**src/rtl/hc595_serializer_pkg.sv**
```systemverilog
// Shared constants and state encoding for the 74HC595 frame serializer.
// Also imported by the bench so that its chain model uses the same frame layout.
package hc595_serializer_pkg;

    localparam int unsigned SEG_W      = 8;
    localparam int unsigned SEL_W      = 6;
    localparam int unsigned FRAME_BITS = SEG_W + SEL_W;

    typedef enum logic [1:0] {
        StLoad  = 2'd0,
        StShift = 2'd1,
        StLatch = 2'd2
    } state_e;

    // Frame word as it appears in the chain: segments in the upper byte.
    function automatic logic [FRAME_BITS-1:0] frame_word(input logic [SEG_W-1:0] seg,
                                                         input logic [SEL_W-1:0] sel);
        return {seg, sel};
    endfunction

endpackage

```
**src/rtl/hc595_serializer_if.sv**
```systemverilog
// Display-side bundle: scanner pattern in, 74HC595 control lines out.
// The serializer uses master; the chain or bench uses slave.
interface hc595_serializer_if;
    import hc595_serializer_pkg::*;

    logic [SEG_W-1:0] seg;
    logic [SEL_W-1:0] sel;
    logic             shcp;
    logic             stcp;
    logic             ds;
    logic             oe;

    modport master (
        input  seg,
        input  sel,
        output shcp,
        output stcp,
        output ds,
        output oe
    );

    modport slave (
        output seg,
        output sel,
        input  shcp,
        input  stcp,
        input  ds,
        input  oe
    );

endinterface

```
**src/rtl/hc595_serializer.sv**
```systemverilog
// Continuously shifts {seg, sel} MSB-first into a 74HC595 chain and latches it.
// Every output is a register; oe stays high until the first complete frame is latched.
module hc595_serializer
    import hc595_serializer_pkg::*;
#(
    parameter int unsigned DIV = 4
) (
    input  logic                clk,
    input  logic                rst_n,
    hc595_serializer_if.master  bus
);

    localparam int unsigned PW = (DIV > 2) ? $clog2(DIV) : 1;
    localparam logic [PW-1:0] PHASE_LAST = PW'(DIV - 1);
    localparam logic [PW-1:0] PHASE_HALF = PW'(DIV / 2);
    localparam logic [3:0]    BIT_LAST   = 4'(FRAME_BITS - 1);

    state_e                state_q, state_d;
    logic [PW-1:0]         phase_q, phase_d;
    logic [3:0]            bit_idx_q, bit_idx_d;
    logic [FRAME_BITS-1:0] sr_q, sr_d;
    logic                  shcp_q, shcp_d;
    logic                  stcp_q, stcp_d;
    logic                  ds_q, ds_d;
    logic                  oe_q, oe_d;

    always_ff @(posedge clk or negedge rst_n) begin
        if (!rst_n) begin
            state_q   <= StLoad;
            phase_q   <= '0;
            bit_idx_q <= '0;
            sr_q      <= '0;
            shcp_q    <= 1'b0;
            stcp_q    <= 1'b0;
            ds_q      <= 1'b0;
            oe_q      <= 1'b1;
        end else begin
            state_q   <= state_d;
            phase_q   <= phase_d;
            bit_idx_q <= bit_idx_d;
            sr_q      <= sr_d;
            shcp_q    <= shcp_d;
            stcp_q    <= stcp_d;
            ds_q      <= ds_d;
            oe_q      <= oe_d;
        end
    end

    // Outputs are derived from the next phase so each register mirrors the
    // phase it is entering; ds then changes exactly on shcp falling edges.
    always_comb begin
        state_d   = state_q;
        phase_d   = phase_q;
        bit_idx_d = bit_idx_q;
        sr_d      = sr_q;
        shcp_d    = shcp_q;
        stcp_d    = stcp_q;
        ds_d      = ds_q;
        oe_d      = oe_q;

        unique case (state_q)
            StLoad: begin
                sr_d      = frame_word(bus.seg, bus.sel);
                ds_d      = sr_d[FRAME_BITS-1];
                bit_idx_d = '0;
                phase_d   = '0;
                shcp_d    = 1'b0;
                stcp_d    = 1'b0;
                state_d   = StShift;
            end
            StShift: begin
                if (phase_q == PHASE_LAST) begin
                    phase_d = '0;
                    shcp_d  = 1'b0;
                    if (bit_idx_q == BIT_LAST) begin
                        stcp_d  = 1'b1;
                        state_d = StLatch;
                    end else begin
                        bit_idx_d = bit_idx_q + 4'd1;
                        sr_d      = sr_q << 1;
                        ds_d      = sr_d[FRAME_BITS-1];
                    end
                end else begin
                    phase_d = phase_q + PW'(1);
                    shcp_d  = (phase_d >= PHASE_HALF);
                end
            end
            StLatch: begin
                shcp_d = 1'b0;
                if (phase_q == PHASE_LAST) begin
                    phase_d = '0;
                    stcp_d  = 1'b0;
                    oe_d    = 1'b0;
                    state_d = StLoad;
                end else begin
                    phase_d = phase_q + PW'(1);
                    stcp_d  = (phase_d < PHASE_HALF);
                end
            end
            default: state_d = StLoad;
        endcase
    end

    assign bus.shcp = shcp_q;
    assign bus.stcp = stcp_q;
    assign bus.ds   = ds_q;
    assign bus.oe   = oe_q;

endmodule
```
**src/flat_wrapper.sv**
```systemverilog
// flat-port wrapper written by rule: the top's interface ports become plain ports
module hc595_serializer_flat import hc595_serializer_pkg::*;
#(
    parameter int unsigned DIV = 4
)
  (clk, rst_n, bus_seg, bus_sel, bus_shcp, bus_stcp, bus_ds, bus_oe);
  hc595_serializer_if bus_i ();
  input  logic clk;
  input  logic rst_n;
  input wire logic [$bits(bus_i.seg)-1:0] bus_seg;
  input wire logic [$bits(bus_i.sel)-1:0] bus_sel;
  output wire logic [$bits(bus_i.shcp)-1:0] bus_shcp;
  output wire logic [$bits(bus_i.stcp)-1:0] bus_stcp;
  output wire logic [$bits(bus_i.ds)-1:0] bus_ds;
  output wire logic [$bits(bus_i.oe)-1:0] bus_oe;
  assign bus_i.seg = bus_seg;
  assign bus_i.sel = bus_sel;
  assign bus_shcp = bus_i.shcp;
  assign bus_stcp = bus_i.stcp;
  assign bus_ds = bus_i.ds;
  assign bus_oe = bus_i.oe;
  hc595_serializer #(.DIV(DIV)) u_core (.clk(clk), .rst_n(rst_n), .bus(bus_i));
endmodule
```
**config.mk**
```make
export PLATFORM = sky130hd
export DESIGN_NAME = hc595_serializer_flat
export DESIGN_NICKNAME = d
export VERILOG_FILES = /design/src/rtl/hc595_serializer_pkg.sv /design/src/rtl/hc595_serializer_if.sv /design/src/rtl/hc595_serializer.sv /design/src/flat_wrapper.sv
export SDC_FILE = /design/constraint.sdc
export NUM_CORES = 1
export LEC_CHECK = 0
export ABC_AREA = 0
export BUFFER_PORTS_ARGS = -buffer_cell sky130_fd_sc_hd__buf_2
export CORE_MARGIN = 1.5
export CORE_UTILIZATION = 25
export CTS_BUF_LIST = sky130_fd_sc_hd__clkbuf_4
export DETAILED_ROUTE_END_ITERATION = 10
export PLACE_DENSITY = 0.42
export SYNTH_ARGS = -nofsm -noshare
export SYNTH_HDL_FRONTEND = slang
export SYNTH_SLANG_ARGS = --single-unit
```
**constraint.sdc**
```tcl
create_clock -name clk -period 2.8 [get_ports clk]
set_clock_uncertainty 0.15 [all_clocks]
set_input_delay 0.28 -clock clk [delete_from_list [all_inputs] [get_ports clk]]
set_output_delay 0.28 -clock clk [all_outputs]
set_load 0.02 [all_outputs]
```
# After elaboration in Yosys (flattened, before gate mapping)
# Index checks and enable logic that the tools add are counted.
[op_classes]
addsub = 2
mux = 21
eq_ne = 8
n_reduce_logical = 11
n_lt_le_gt_ge = 2
[op_table]
columns = ["operator", "n"]
rows = [
  ["13-bit two-way mux", 2],
  ["13-bit case mux with 2 select lines", 1],
  ["3-bit AND reduction", 3],
  ["2-bit two-way mux", 4],
  ["4-bit two-way mux", 2],
  ["4-bit case mux with 2 select lines", 1],
  ["1-bit two-way mux", 6],
  ["2-bit by 1-bit inequality test with 1-bit output (second input constant)", 3],
  ["2-bit case mux with 3 select lines", 1],
  ["2-bit nonzero test", 3],
  ["4-bit by 1-bit adder with 4-bit output (second input constant)", 1],
  ["2-bit == test (second input constant)", 2],
  ["4-bit == test (second input constant)", 1],
  ["1-bit case mux with 2 select lines", 2],
  ["2-bit case mux with 2 select lines", 1],
  ["2-bit OR reduction", 2],
  ["1-bit case mux with 3 select lines", 1],
  ["3-bit nonzero test", 1],
  ["2-bit by 1-bit adder with 2-bit output (second input constant)", 1],
  ["2-bit by 1-bit == test with 1-bit output (second input constant)", 1],
  ["2-bit greater-or-equal comparator (second input constant)", 1],
  ["2-bit zero test", 1],
  ["2-bit less-than comparator (second input constant)", 1],
  ["2-bit inequality test (second input constant)", 1],
  ["2-bit AND reduction", 1],
]
[word_totals]
ff_bits = 25
elab_cells = 52
in_bits = 16
output_inout_bits = 4

# Depth between registers and ports, before layout
[depth]
ltp_word = 4
mapped_depth = 7

# Least setup slack after synthesis
# OpenSTA, ideal clock, no wires.
[synth_path]
kind = "register -> register"
from = "register u_core.state_q[1]"
to = "register u_core.ds_q, in the netlist u_core.bus.ds"
path_slack_ns = 0.850
period_less_slack_ns = 1.950
t_required_ns = 2.525
setup_ns = 0.125
path_stages_with_launch = 6
t_arrival_ns = 1.675
n_path_buf = 1
path_cell_list = "dfrtp_1 inv_1 ha_1 buf_1 mux2_2 mux2_4"
[synth_between]
elab_chain_len = 3
[synth_lines]
columns = ["item", "line", "source"]
rows = [
  ["from (decl)", "hc595_serializer.sv:18", "state_e state_q, state_d;"],
  ["from (signal assigned)", "hc595_serializer.sv:29", "state_q <= StLoad;"],
  ["from (signal assigned)", "hc595_serializer.sv:38", "state_q <= state_d;"],
  ["2-bit by 1-bit == test with 1-bit output / 2-bit zero test (equally long branches)", "hc595_serializer.sv:61", "unique case (state_q)"],
  ["2-bit inequality test (no source line), or another cell as far along", "n/a", ""],
  ["3-bit AND reduction (no source line)", "n/a", ""],
  ["to (signal assigned)", "hc595_serializer.sv:44", "ds_q <= ds_d;"],
  ["to (decl)", "hc595_serializer.sv:24", "logic ds_q, ds_d;"],
]
# Parallel ways exist; a longest one is shown, timed or not.
# A chain may end at the register's enable or synchronous reset.

# Final worst setup path
[layout_path]
from = "register u_core.state_q[1]"
to = "register u_core.sr_q[10]"
[layout_between]
elab_chain_len = 3
[layout_lines]
columns = ["item", "line", "source"]
rows = [
  ["2-bit by 1-bit == test with 1-bit output / 2-bit zero test (equally long branches)", "hc595_serializer.sv:61", ""],
  ["2-bit inequality test (no source line), or another cell as far along", "n/a", ""],
  ["3-bit AND reduction (no source line)", "n/a", ""],
  ["to (signal assigned)", "hc595_serializer.sv:41", "sr_q <= sr_d;"],
  ["to (decl)", "hc595_serializer.sv:21", "logic [FRAME_BITS-1:0] sr_q, sr_d;"],
]
# Parallel ways exist; a longest one is shown, timed or not.

==> summary.txt <==
Cells after DPL -> 192
Most common cell after layout, fill and taps aside -> dfrtp_1
Largest net degree at the start of global routing -> 26
Dpl hpwl -> 1690 um
Syn Inst Count -> 105
Maximum clock insertion buffer count -> 2
Die width -> 77.4 um
WHS Endpoint -> u_core.bus.ds
Area growth syn-to-layout -> 14.2%
I/O pins -> 20
Maximum clock rate -> 446 MHz
Worst VDD drop -> 0.161 mV
Reg2Reg Setup Slack -> 560 ps
RSZ-0062 raised after global routing -> false
Crit share post-route -> 80.1%
Status -> finished clean
Initial DRT Pass Iterations -> 4
Hold crit path type -> input pin to flop
PnR worst setup slack -> 558 ps
CTS tree -> yes
GRT Total Usage -> 8.57%
Final Cell Area -> 0.00158 mm^2
Max_cap viols -> 0
EDFF count, synth -> 0
Die Y -> 77.4 um
Clock Power Share -> 29.5%
Mapped Avg Cell Area -> 13.2 um^2
TritonCTS buffer count -> 3
Sw Ratio -> 21.9%
Seq pwr share -> 66.4%
Worst path depth -> 4
Drt drc -> 0
Critical path fanouts, max -> 22
CP Data Arrival Time -> 2310 ps
Syn_nets -> 131
Worst hold path startpoint -> bus_seg[7]
Clock Latency Late Sink -> 310 ps
Number of DRC markers in iteration 0 -> 36
Place WS -> 549 ps
Num rows -> 26
Slew headroom -> 40.9%
Area of placed instances -> 0.00154 mm^2
Post-CTS setup buffers -> 0
Setup_tns -> 0 ps
Post-synthesis sequential area ratio -> 45.3%
Synth unique cells -> 28
Setup Viol. Count Final -> 0
Clk sinks -> 25
Crit path kind -> flop to flop
Post-route non-filler standard cell count -> 197
Pwr Density -> 346 mW/mm^2
Fin. max-slew vios -> 0
Avg Vias per Cell -> 4.30
Congestion Overflow GR -> 0
Routed WL per cell -> 11.9 um
Pint -> 427 uW
Detailed Route WL -> 2350 um
Number of global-route vias before repair -> 888
Reg2reg end -> u_core.sr_q[10]
Fin. Hold Viols -> 0
Crit-path max cell delay -> 760 ps
FFs w/ async S/R, synth -> 100%
CP max stage cell -> ha_1
DIE AREA -> 0.00599 mm^2
Final core utilization -> 30.2%
Port Buf Inserts -> 19
Gpl congestion -> 0.705
Slew at the pin closest to its max-slew limit -> 886 ps
Cell area after synthesis -> 0.00138 mm^2
Crit-path leading delay family -> adder cells
Yosys warns -> 0
Cts hold-fix bufs -> 1
H-tree depth -> 1
Post-route ant nets -> 0
Most frequent cells in the layout -> dfrtp_1 (24), mux2_2 (23), buf_2 (19), ha_1 (10)
# diodes -> 0
Clk root buf -> clkbuf_4
Core Footprint -> 0.00524 mm^2
R2R cell count -> 4
Worst hold stages -> 3
Resized cells post-CTS -> 0
CP endpoint kind -> flop
Layout cells sized above 1 -> 45.7%
Via count -> 847
Final #Nets -> 154
First-pass GRT wire length -> 4120 um
RR Startpoint -> u_core.state_q[1]
Dominant synthesized flop cell -> dfrtp_1
CP required -> 2870 ps
CP cell instances -> inv_1 > ha_1 > mux2_2 > mux2_4
Switching power -> 120 uW
Reg clk slew, reported paths -> 140 ps
Logic pwr share -> 4.1%
Initial antenna violation count -> 0
P_leak -> 0.792 nW
Nature of the critical path startpoint -> flop
Post-synthesis register bit count -> 25
Starting density of the core -> 26.4%
WP buf/inv -> 1
Tmin final -> 2240 ps
per-layer routing:
metal | share of wire, % | GRT usage, %
met3 | 1.6 | 1.76
met4 | 1.1 | 3.82
met2 | 51 | 13.9
met1 | 46 | 11.0
met5 | 0 | 0
worst max path at each step:
stage	from	endpoint
global placement	u_core.state_q[1]	u_core.sr_q[10]
CTS	u_core.state_q[1]	u_core.sr_q[2]
finish	u_core.state_q[1]	u_core.sr_q[10]
detailed placement	u_core.state_q[1]	u_core.sr_q[2]
global route	u_core.state_q[1]	u_core.sr_q[1]
floorplan	u_core.state_q[1]	u_core.bus.ds
cells by family (layout without fill, tap and decap cells):
kind of cell	Yosys count	count (layout)	share of synthesized area (%)
buf+inv	11	33	4.70
fa+ha+maj	10	10	9.04
compound gates	13	13	7.23
mux	32	32	27.8
flops	25	25	45.3
simple gates	14	14	5.97
cells in the mapped netlist (all sizes together) (3+ instances only):
master | count | share of area [%]
buf | 3 | 2.5
inv | 7 | 1.9
mux2 | 30 | 26
nor2b | 3 | 1.4
dfrtp | 24 | 43
nand2b | 3 | 1.4
ha | 10 | 9.0
nand2 | 3 | 0.81
flip-flops by register name, indices dropped and copies added (netlist names):
name	cells
u_core.bit_idx_q	4
u_core.bus.ds	1
u_core.bus.oe	1
u_core.bus.shcp	1
u_core.bus.stcp	1
u_core.phase_q	2
u_core.sr_q	13
u_core.state_q	2
cell type report:
cell class	instances	area, um^2
inverters	7	26.3
well taps	70	87.6
multi-input cells	69	692
clock buffers	3	22.5
clock inverters	1	5.00
flip-flops and latches	25	627
fillers	534	3660
repair buffers	22	120
worst min-delay path: stages:
cell and delay [ps]:
buf_2 70, mux2_2 130, mux2_4 120
through the flow:
step                      total power, mW  hold WS [ps]
after floorplan                     0.374          -166
after global placement              0.392           166
after detailed placement            0.393           176
after CTS                           0.565           138
after global routing                0.582           130
final                               0.547           160
power groups by stage:
stage          sequential (mW)  clock (mW)  combinational, mW
2_1_floorplan            0.371           0            0.00312
5_1_grt                  0.364       0.192             0.0257
3_3_place_gp             0.370           0             0.0223
3_5_place_dp             0.370           0             0.0228
6_report                 0.363       0.161             0.0225
4_1_cts                  0.364       0.177             0.0239
No activity file was read; power rests on OpenSTA's default activity.
